`config.mk`:
```
export PLATFORM = sky130hd
export DESIGN_NAME = tnoc_local_port_mux_flat
export DESIGN_NICKNAME = d
export VERILOG_FILES = /design/src/rtl/tnoc_pkg.sv /design/src/rtl/tnoc_local_port_mux_if.sv /design/src/rtl/tnoc_flit_fifo.sv /design/src/rtl/tnoc_local_port_mux.sv /design/src/flat_wrapper.sv
export SDC_FILE = /design/constraint.sdc
export NUM_CORES = 1
export LEC_CHECK = 0
export ABC_AREA = 1
export CAP_MARGIN = 5
export CELL_PAD_IN_SITES_DETAIL_PLACEMENT = 0
export CELL_PAD_IN_SITES_GLOBAL_PLACEMENT = 1
export CORE_MARGIN = 2
export CORE_UTILIZATION = 32
export DETAILED_ROUTE_END_ITERATION = 8
export PLACE_DENSITY_LB_ADDON = 0.1
export SYNTH_ARGS = -nofsm -noshare
export SYNTH_HDL_FRONTEND = slang
export SYNTH_SLANG_ARGS = --single-unit
```
`constraint.sdc`:
```
create_clock -name i_clk -period 3.2 [get_ports i_clk]
set_input_delay 0.64 -clock i_clk [delete_from_list [all_inputs] [get_ports i_clk]]
set_output_delay 0.64 -clock i_clk [all_outputs]
set_load 0.05 [all_outputs]
```
`src/rtl/tnoc_pkg.sv`:
```
// Shared flit format, packet configuration type and flit field helpers for tnoc blocks.
package tnoc_pkg;

  localparam int unsigned TnocDataWidth = 32;

  // Static description of the flit format a port carries.
  typedef struct packed {
    int unsigned data_width;
  } tnoc_packet_config;

  localparam tnoc_packet_config TNOC_DEFAULT_PACKET_CONFIG = '{data_width: TnocDataWidth};

  typedef struct packed {
    logic                     head;
    logic                     tail;
    logic [TnocDataWidth-1:0] data;
  } tnoc_flit;

  function automatic logic tnoc_flit_is_head(tnoc_flit flit);
    return flit.head;
  endfunction

  function automatic logic tnoc_flit_is_tail(tnoc_flit flit);
    return flit.tail;
  endfunction

  function automatic tnoc_flit tnoc_make_flit(logic head, logic tail,
                                              logic [TnocDataWidth-1:0] data);
    tnoc_flit flit;
    flit.head = head;
    flit.tail = tail;
    flit.data = data;
    return flit;
  endfunction

endpackage

```
`src/rtl/tnoc_local_port_mux_if.sv`:
```
// Handshake bundle between several flit sources, the local port mux and the router port.
interface tnoc_local_port_mux_if #(
  parameter int unsigned INPUTS = 2
);
  import tnoc_pkg::*;

  // Source side: one valid/ready/flit lane per source.
  logic     [INPUTS-1:0] i_valid;
  logic     [INPUTS-1:0] o_ready;
  tnoc_flit [INPUTS-1:0] i_flit;

  // Router side: single merged stream.
  logic                  o_valid;
  logic                  i_ready;
  tnoc_flit              o_flit;

  // The mux itself.
  modport slave (
    input  i_valid,
    input  i_flit,
    input  i_ready,
    output o_ready,
    output o_valid,
    output o_flit
  );

  // Sources and router port model driving the mux.
  modport master (
    output i_valid,
    output i_flit,
    output i_ready,
    input  o_ready,
    input  o_valid,
    input  o_flit
  );

endinterface

```
`src/rtl/tnoc_flit_fifo.sv`:
```
// Small flit FIFO with registered occupancy; full depends only on state.
module tnoc_flit_fifo
  import tnoc_pkg::*;
#(
  parameter int unsigned DEPTH = 2
) (
  input  logic     i_clk,
  input  logic     i_rst,
  input  logic     i_push,
  input  tnoc_flit i_flit,
  output logic     o_full,
  input  logic     i_pop,
  output logic     o_valid,
  output tnoc_flit o_flit
);

  localparam int unsigned PtrW = (DEPTH > 1) ? $clog2(DEPTH) : 1;
  localparam int unsigned CntW = $clog2(DEPTH + 1);

  tnoc_flit        mem_q [DEPTH];
  logic [PtrW-1:0] wr_ptr_q, wr_ptr_d;
  logic [PtrW-1:0] rd_ptr_q, rd_ptr_d;
  logic [CntW-1:0] count_q, count_d;
  logic            push;
  logic            pop;

  // Pointers wrap explicitly so non-power-of-two depths work.
  function automatic logic [PtrW-1:0] ptr_inc(logic [PtrW-1:0] ptr);
    return (ptr == PtrW'(DEPTH - 1)) ? '0 : ptr + 1'b1;
  endfunction

  assign o_full  = (count_q == CntW'(DEPTH));
  assign o_valid = (count_q != '0);
  assign o_flit  = mem_q[rd_ptr_q];
  assign push    = i_push && !o_full;
  assign pop     = i_pop && o_valid;

  // Next pointers and occupancy; push and pop together leave count unchanged.
  always_comb begin
    wr_ptr_d = wr_ptr_q;
    rd_ptr_d = rd_ptr_q;
    count_d  = count_q;
    if (push) begin
      wr_ptr_d = ptr_inc(wr_ptr_q);
    end
    if (pop) begin
      rd_ptr_d = ptr_inc(rd_ptr_q);
    end
    if (push && !pop) begin
      count_d = count_q + 1'b1;
    end else if (pop && !push) begin
      count_d = count_q - 1'b1;
    end
  end

  // Control state register with synchronous reset.
  always_ff @(posedge i_clk) begin
    if (i_rst) begin
      wr_ptr_q <= '0;
      rd_ptr_q <= '0;
      count_q  <= '0;
    end else begin
      wr_ptr_q <= wr_ptr_d;
      rd_ptr_q <= rd_ptr_d;
      count_q  <= count_d;
    end
  end

  // Storage; contents need no reset since count gates visibility.
  always_ff @(posedge i_clk) begin
    if (push) begin
      mem_q[wr_ptr_q] <= i_flit;
    end
  end

endmodule

```
`src/rtl/tnoc_local_port_mux.sv`:
```
// Merges INPUTS flit streams into one router local port with packet-level round-robin
// arbitration; a packet holds the output from its first accepted flit until its tail.
module tnoc_local_port_mux
  import tnoc_pkg::*;
#(
  parameter tnoc_packet_config PACKET_CONFIG = TNOC_DEFAULT_PACKET_CONFIG,
  parameter int unsigned       INPUTS        = 2,
  parameter int unsigned       DEPTH         = 2
) (
  input logic                  i_clk,
  input logic                  i_rst,
  tnoc_local_port_mux_if.slave port_if
);

  localparam int unsigned PtrW = $clog2(INPUTS);

  if (INPUTS < 2 || INPUTS > 8) begin : g_bad_inputs
    $error("tnoc_local_port_mux: INPUTS must be 2..8");
  end
  if (DEPTH < 2 || DEPTH > 4) begin : g_bad_depth
    $error("tnoc_local_port_mux: DEPTH must be 2..4");
  end
  if (PACKET_CONFIG.data_width != TnocDataWidth) begin : g_bad_config
    $error("tnoc_local_port_mux: PACKET_CONFIG does not match tnoc_flit");
  end

  typedef enum logic [0:0] {
    StIdle,
    StLocked
  } arb_state_e;

  arb_state_e      state_q, state_d;
  logic [PtrW-1:0] rr_ptr_q, rr_ptr_d;
  logic [PtrW-1:0] grant_q, grant_d;
  logic [PtrW-1:0] grant;
  logic [PtrW-1:0] cand;
  logic            grant_valid;
  logic            space;
  logic            fifo_full;
  logic            fifo_valid;
  logic            accept;
  logic            pop;
  tnoc_flit        accept_flit;
  tnoc_flit        fifo_flit;
  logic [INPUTS-1:0] ready;

  function automatic logic [PtrW-1:0] wrap_inc(logic [PtrW-1:0] ptr);
    return (ptr == PtrW'(INPUTS - 1)) ? '0 : ptr + 1'b1;
  endfunction

  // Space comes from registered occupancy only, so o_ready never sees i_ready.
  assign space = !fifo_full;

  // Grant selection: locked owner, else first valid source at or after rr_ptr.
  always_comb begin
    grant       = grant_q;
    grant_valid = 1'b0;
    cand        = '0;
    if (state_q == StLocked) begin
      grant_valid = 1'b1;
    end else begin
      for (int unsigned k = 0; k < INPUTS; k++) begin
        cand = PtrW'((32'(rr_ptr_q) + k) % INPUTS);
        if (!grant_valid && port_if.i_valid[cand]) begin
          grant       = cand;
          grant_valid = 1'b1;
        end
      end
    end
  end

  // Only the granted source may see ready, and only while the buffer has room.
  always_comb begin
    ready = '0;
    if (grant_valid && space && !i_rst) begin
      ready[grant] = 1'b1;
    end
  end

  assign accept      = port_if.i_valid[grant] && ready[grant];
  assign accept_flit = port_if.i_flit[grant];
  assign pop         = fifo_valid && port_if.i_ready && !i_rst;

  assign port_if.o_ready = ready;
  assign port_if.o_valid = fifo_valid && !i_rst;
  assign port_if.o_flit  = fifo_flit;

  // Lock FSM next state: a non-tail flit locks, a tail releases and advances rr_ptr.
  always_comb begin
    state_d  = state_q;
    grant_d  = grant_q;
    rr_ptr_d = rr_ptr_q;
    if (accept) begin
      if (tnoc_flit_is_tail(accept_flit)) begin
        state_d  = StIdle;
        rr_ptr_d = wrap_inc(grant);
      end else begin
        state_d = StLocked;
        grant_d = grant;
      end
    end
  end

  // Arbiter state register with synchronous reset.
  always_ff @(posedge i_clk) begin
    if (i_rst) begin
      state_q  <= StIdle;
      grant_q  <= '0;
      rr_ptr_q <= '0;
    end else begin
      state_q  <= state_d;
      grant_q  <= grant_d;
      rr_ptr_q <= rr_ptr_d;
    end
  end

  tnoc_flit_fifo #(
    .DEPTH (DEPTH)
  ) u_fifo (
    .i_clk   (i_clk),
    .i_rst   (i_rst),
    .i_push  (accept),
    .i_flit  (accept_flit),
    .o_full  (fifo_full),
    .i_pop   (pop),
    .o_valid (fifo_valid),
    .o_flit  (fifo_flit)
  );

endmodule

```
`src/flat_wrapper.sv`:
```
// flat-port wrapper written by rule: the top's interface ports become plain ports
module tnoc_local_port_mux_flat import tnoc_pkg::*;
#(
  parameter tnoc_packet_config PACKET_CONFIG = TNOC_DEFAULT_PACKET_CONFIG,
  parameter int unsigned       INPUTS        = 2,
  parameter int unsigned       DEPTH         = 2
)
  (i_clk, i_rst, port_if_i_valid, port_if_i_flit, port_if_i_ready, port_if_o_ready, port_if_o_valid, port_if_o_flit);
  tnoc_local_port_mux_if #(.INPUTS(INPUTS)) port_if_i ();
  input logic i_clk;
  input logic i_rst;
  input wire logic [$bits(port_if_i.i_valid)-1:0] port_if_i_valid;
  input wire logic [$bits(port_if_i.i_flit)-1:0] port_if_i_flit;
  input wire logic [$bits(port_if_i.i_ready)-1:0] port_if_i_ready;
  output wire logic [$bits(port_if_i.o_ready)-1:0] port_if_o_ready;
  output wire logic [$bits(port_if_i.o_valid)-1:0] port_if_o_valid;
  output wire logic [$bits(port_if_i.o_flit)-1:0] port_if_o_flit;
  assign port_if_i.i_valid = port_if_i_valid;
  assign port_if_i.i_flit = port_if_i_flit;
  assign port_if_i.i_ready = port_if_i_ready;
  assign port_if_o_ready = port_if_i.o_ready;
  assign port_if_o_valid = port_if_i.o_valid;
  assign port_if_o_flit = port_if_i.o_flit;
  tnoc_local_port_mux #(.PACKET_CONFIG(PACKET_CONFIG), .INPUTS(INPUTS), .DEPTH(DEPTH)) u_core (.i_clk(i_clk), .i_rst(i_rst), .port_if(port_if_i));
endmodule
```
Word-level counts from Yosys, hierarchy flattened
Memory sizes are Yosys's and may differ from the RTL's. A register that Yosys moved wholly into a read port is not among the register bits.
Index checks and enable logic that the tools add are counted.
{ "totals": {"ff_bits": 7, "latchBits": 0, "ramBits": 68, "rom_bits": 0, "out_inout_bits": 37, "word_cells": 70, "mem_count": 1} }
{ "mem_list": {"columns": ["memory", "words", "width", "read_ports", "rd_clocked_by_memory_dff", "write_ports", "line_no", "text"], "rows": [
  ["u_core.u_fifo.mem_q", 2, 34, 1, 1, 1, "tnoc_flit_fifo.sv:20", "tnoc_flit mem_q [DEPTH];"]
]} }
{ "classes": {"add_sub_neg": 6, "n_mul": 0, "n_div": 0, "n_lt_le_gt_ge": 4, "eq_ne": 1, "shift": 0, "muxes": 30, "n_bitwise": 1, "n_reduce_logical": 21} }
{ "op_table": {"columns": ["cell", "count"], "rows": [
  ["$mux W34", 2],
  ["$mux W1", 24],
  ["$logic_and A1 B1 Y1", 12],
  ["$lt A1 B2 Y1 const B", 3],
  ["$mux W2", 3],
  ["$logic_not A1 Y1", 5],
  ["$add A1 B1 Y1 const B", 4],
  ["$reduce_and A2 Y1", 2],
  ["$reduce_bool A2 Y1", 2],
  ["$add A2 B1 Y2 const B", 1],
  ["$eq A2 B2 Y1 const B", 1],
  ["$sub A2 B1 Y2 const B", 1],
  ["$demux W1 S1", 1],
  ["$ge A1 B1 Y1 const B", 1],
  ["$not A1 Y1", 1]
]} }

Logic depth before layout (Yosys ltp)
{ "depth": {"word_depth": 21, "ltp_mapped": 13, "ltp_nobuf": 13} }

By module
Synthesis repeated with hierarchy kept, for this count alone.
{ "hier_totals": {"cells_unflattened": 293, "area_unflattened_um2": 3520.9} }
{ "by_module_without_submodules": {"columns": ["module", "instances", "cells_each", "area_each_um2", "seq_area_each_um2"], "rows": [
  ["tnoc_flit_fifo", 1, 143, 2852.7, 2142.1],
  ["tnoc_local_port_mux", 1, 150, 668.1, 60.1]
]} }

Least setup slack after synthesis
OpenSTA, ideal clock, no wires.
{ "synth_path": {"kind": "input to register", "startpoint": "in port_if_i_valid[1]", "endpoint": "mem u_core.u_fifo.mem_q[0][0] (netlist name), enable pin", "setup_time_ps": 425, "arrival_ps": 2588, "setup_slack_ps": 187, "cell_stages": 8, "path_buffers": 0, "path_cell_list": "inv_1 -> nor2_2 -> nand2_2 -> nand2_4 -> nand2_1 -> nand2_4 -> nand2_4 -> nor2_1"} }
{ "synth_between": {"elab_chain_cells": 19} }
{ "synth_rtl": {"columns": ["element", "line_no", "text"], "rows": [
  ["from (decl)", "flat_wrapper.sv:12", "input wire logic [$bits(port_if_i.i_valid)-1:0] port_if_i_valid;"],
  ["$mux W1 (not written as such) (2 in series)", "tnoc_local_port_mux.sv:64", "if (!grant_valid && port_if.i_valid[cand]) begin"],
  ["$mux W1", "tnoc_local_port_mux.sv:64", null],
  ["$mux W1", "tnoc_local_port_mux.sv:59", "if (state_q == StLocked) begin"],
  ["$logic_not A1 Y1", "tnoc_local_port_mux.sv:64", null],
  ["$logic_and A1 B1 Y1", "tnoc_local_port_mux.sv:64", null],
  ["$mux W1", "tnoc_local_port_mux.sv:64", null],
  ["$mux W1", "tnoc_local_port_mux.sv:59", null],
  ["$lt A1 B2 Y1 (not written as such) or $ge A1 B1 Y1 (tied branches)", "tnoc_local_port_mux.sv:76", "ready[grant] = 1'b1;"],
  ["$logic_and A1 B1 Y1 (not written as such)", "tnoc_local_port_mux.sv:76", null],
  ["$mux W1 (not written as such)", "tnoc_local_port_mux.sv:76", null],
  ["$demux W1 S1", null, null],
  ["$mux W2", "tnoc_local_port_mux.sv:75", "if (grant_valid && space && !i_rst) begin"],
  ["$mux W1 (not written as such) (2 in series)", "tnoc_local_port_mux.sv:80", "assign accept = port_if.i_valid[grant] && ready[grant];"],
  ["$logic_and A1 B1 Y1 *", "tnoc_local_port_mux.sv:80", null],
  ["$logic_and A1 B1 Y1 *", "tnoc_flit_fifo.sv:35", "assign push = i_push && !o_full;"],
  ["$mux W1 *", "tnoc_flit_fifo.sv:71", "if (push) begin"],
  ["$mux W1 (not written as such) *", "tnoc_flit_fifo.sv:72", "mem_q[wr_ptr_q] <= i_flit;"],
  ["to (decl)", "tnoc_flit_fifo.sv:20", null]
]} }
Every way passes the cells marked *; elsewhere a longest branch is shown, timed or not. The select of a mux whose other input is x is not followed.

==> out/qor.yml <==
setup_path:
  critPathKind: "register to output port"
  worst_path_max_delay_cell: "clkdlybuf4s50_1"
  startpoint_type: "register"
  end_kind: "output port"
  crit_family: "buffers and inverters"
  cp_cell_sequence: "buf_12, mux2_2, clkdlybuf4s50_1"
  arrival_ns: 2.20
  path_max_fanout: 21
  critical_path_buf_inv_count: 2
  slowest_delay_ns: 0.71
  required_ns: 2.56
routing:
  routed.top_layer: "met4"
  routed_via_density: 4.34
  postRouteAntennaNets: 0
  drt_wl_total_um: 7230
  drc_errors: 0
  wl_per_cell_um: 13.5
  drtPass1Iterations: 4
  vias: 2321
  wl_met2_um: 3740
  drt_iter0_markers: 62
  met1_length_um: 2940
  dr_wl_met3_um: 389
clock_tree:
  clk_pin_slew_ns: 0.07
  postCtsHoldBufs: 0
  htree_levels: 3
  cts_tree: "done"
  clock_path_buffers: 2
  clk_latency_ns: 0.33
  clkSinkCount: 76
  cts_root_buf: "clkbuf_8"
  postCtsResizedCells: 0
  cts_buffers: 9
  postCtsSetupBuffers: 0
cells_and_area:
  layout_common_cells: "nand2_1 (107), clkdlybuf4s50_1 (106), edfxtp_1 (68)"
  mostFrequentLayoutCell: "nand2_1"
  nets: 468
  final_layout_size_suffix_gt1_share_pct: 19.0
  antenna_cells: 0
  area.growth.synth_to_final_pct: 44.8
global_route:
  grt_max_degree: 35
  grt_usage_pct: 13.0
  grt_pass1_vias: 2278
  antenna_found_initial: 0
  gr-total-overflow: 0
  grt_pass1_wl_um: 11200
placed_design:
  dp_hpwl_um: 5140
  io_buffers: 109
  routabilityCongestion: 0.770
synthesis:
  synth_area_um2: 3370
  ys_warn_count: 0
  muxShareOfSynthArea_pct: 11.4
  synth_edf_count: 68
  syn_nets: 353
  synth_flop_cell: "edfxtp_1"
  synth_cell_type_count: 26
  synth-seq-cells: 76
  synth_top_family_by_area: "simple AND/OR/NAND/NOR gates"
  synthXorXnorAreaFrac_pct: 0.260
  syn_area_per_cell_um2: 12.1
  async_flop_share_pct: 0
  synth-compound-area-share_pct: 1.60
  synthAdderAreaFrac_pct: 0.372
  yosysSeqAreaShare_pct: 65.4
  synthCells: 279
  yosys.area_share.simple_pct: 17.4
die:
  die_height_um: 107
  pin_count: 110
  die_w_um: 107
  die_area_um2: 11400
  fp-row-count: 37
  start_util_pct: 32.8
  core_area_um2: 10300
power_and_ir_drop:
  p_sw_uw: 728
  cellPowerDensity_nw_per_um2: 529
  p_seq_share_pct: 45.6
  intPower_uw: 1850
  ir_drop_mv: 0.263
  p_leak_uw: 0.00183
  finalPower_uw: 2580
  clkPwrFrac_pct: 29.9
  pwr-share-comb_pct: 24.6
  switching_share_pct: 28.2
timing:
  post-route-min-period_ns: 2.84
  fin_skew_ns: 0.00623
  post-route-period-util_pct: 88.7
  drv_slew: 0
  rsz0062_at_grt: "false"
  fmaxAchievable_mhz: 352
  hold_ws_ns: 0.503
  slew_headroom_pct: 64.0
  tns_ns: 0
  worst_pin_slew_ns: 0.538
  setup_viol: 0
  hold_violations: 0
hold_path:
  hp-class: "register to register"
outcome:
  status: "finished clean"
job:
  drv_cap: 0
-- per-layer routing --
layer / up-vias / global-route usage, %
met4: 0 / 5.84
met5: - / 0
met3: 13 / 3.28
li1: 1177 / -
met1: 1069 / 14.5
met2: 62 / 23.2
-- worst register-to-register path: cells and delay by family, from the launching register on --
family | cells | cell delay, ns
buffers and inverters | 2 | 0.17
adder cells (fa/ha/maj) | 1 | 0.24
AO/OA/AOI/OAI | 4 | 0.46
AND/OR/NAND/NOR | 6 | 0.72
flip-flops | 1 | 0.39
-- logic make-up (layout without fill, tap and decap cells) --
group,Yosys count,in the layout
AOI/OAI and AO/OA,10,10
xor gates and xnor gates,1,1
adders and majority gates,1,1
buffers and inverters,22,142
DFF,76,76
muxes,34,34
and+or+nand+nor,135,135
-- sequential cells by signal, summed over array words and instances (netlist names), named ones only --
register	flops
u_core.rr_ptr_q	1
u_core.u_fifo.count_q	2
u_core.grant_q	1
u_core.u_fifo.rd_ptr_q	1
u_core.state_q	1
u_core.u_fifo.wr_ptr_q	1
u_core.u_fifo.mem_q	68
-- stage by stage --
stage	cells	util [%]	area, um^2	worst slack, ns
floorplan	279	-	3370	0.187
global placement	519	45.3	4660	0.406
global route	535	47.4	4870	0.269
detailed placement	519	45.3	4660	0.324
finish	535	47.4	4870	0.362
CTS	535	47.4	4870	0.297
-- power by group through the flow --
stage	logic, uW	registers, uW	clock network (uW)
floorplan	398	1190	0
global route	680	1180	832
detailed placement	643	1200	0
CTS	645	1180	794
finish	633	1170	770
global placement	639	1200	0
-- cell type report --
cell class | count | area (um^2)
Fill cell | 958 | 5400
Inverter | 11 | 47.5
Sequential cell | 76 | 2200
Multi-Input combinational cell | 181 | 1060
Clock buffer | 9 | 124
Timing Repair Buffer | 115 | 1180
Clock inverter | 7 | 91.3
Tap cell | 136 | 170
-- cell usage after synthesis (2+ instances only) --
library cell	n	area share, %
a21oi_1	5	0.74
nand3_1	3	0.45
nand2_1	107	12
nand2_2	3	0.56
buf_2	7	1.0
nor2_1	11	1.2
nand2_4	4	1.3
buf_4	3	0.67
inv_1	9	1.0
nand3_2	2	0.59
edfxtp_1	68	61
dfxtp_1	8	4.8
o21ai_0	3	0.45
mux2_2	34	11
-- worst paths after layout --
kind / startpoint / to / slack [ns] / depth (start not counted)
max: register / port_if_o_flit[20] / 0.36 / 3
min: u_core.u_fifo.count_q[1] / u_core.u_fifo.count_q[1] / 0.50 / 2
max reg2reg: u_core.state_q / u_core.u_fifo.count_q[1] / 1.10 / 13
min reg2reg: u_core.u_fifo.count_q[1] / u_core.u_fifo.count_q[1] / 0.50 / 2
Note: power is estimated with default switching activity, not from simulation.
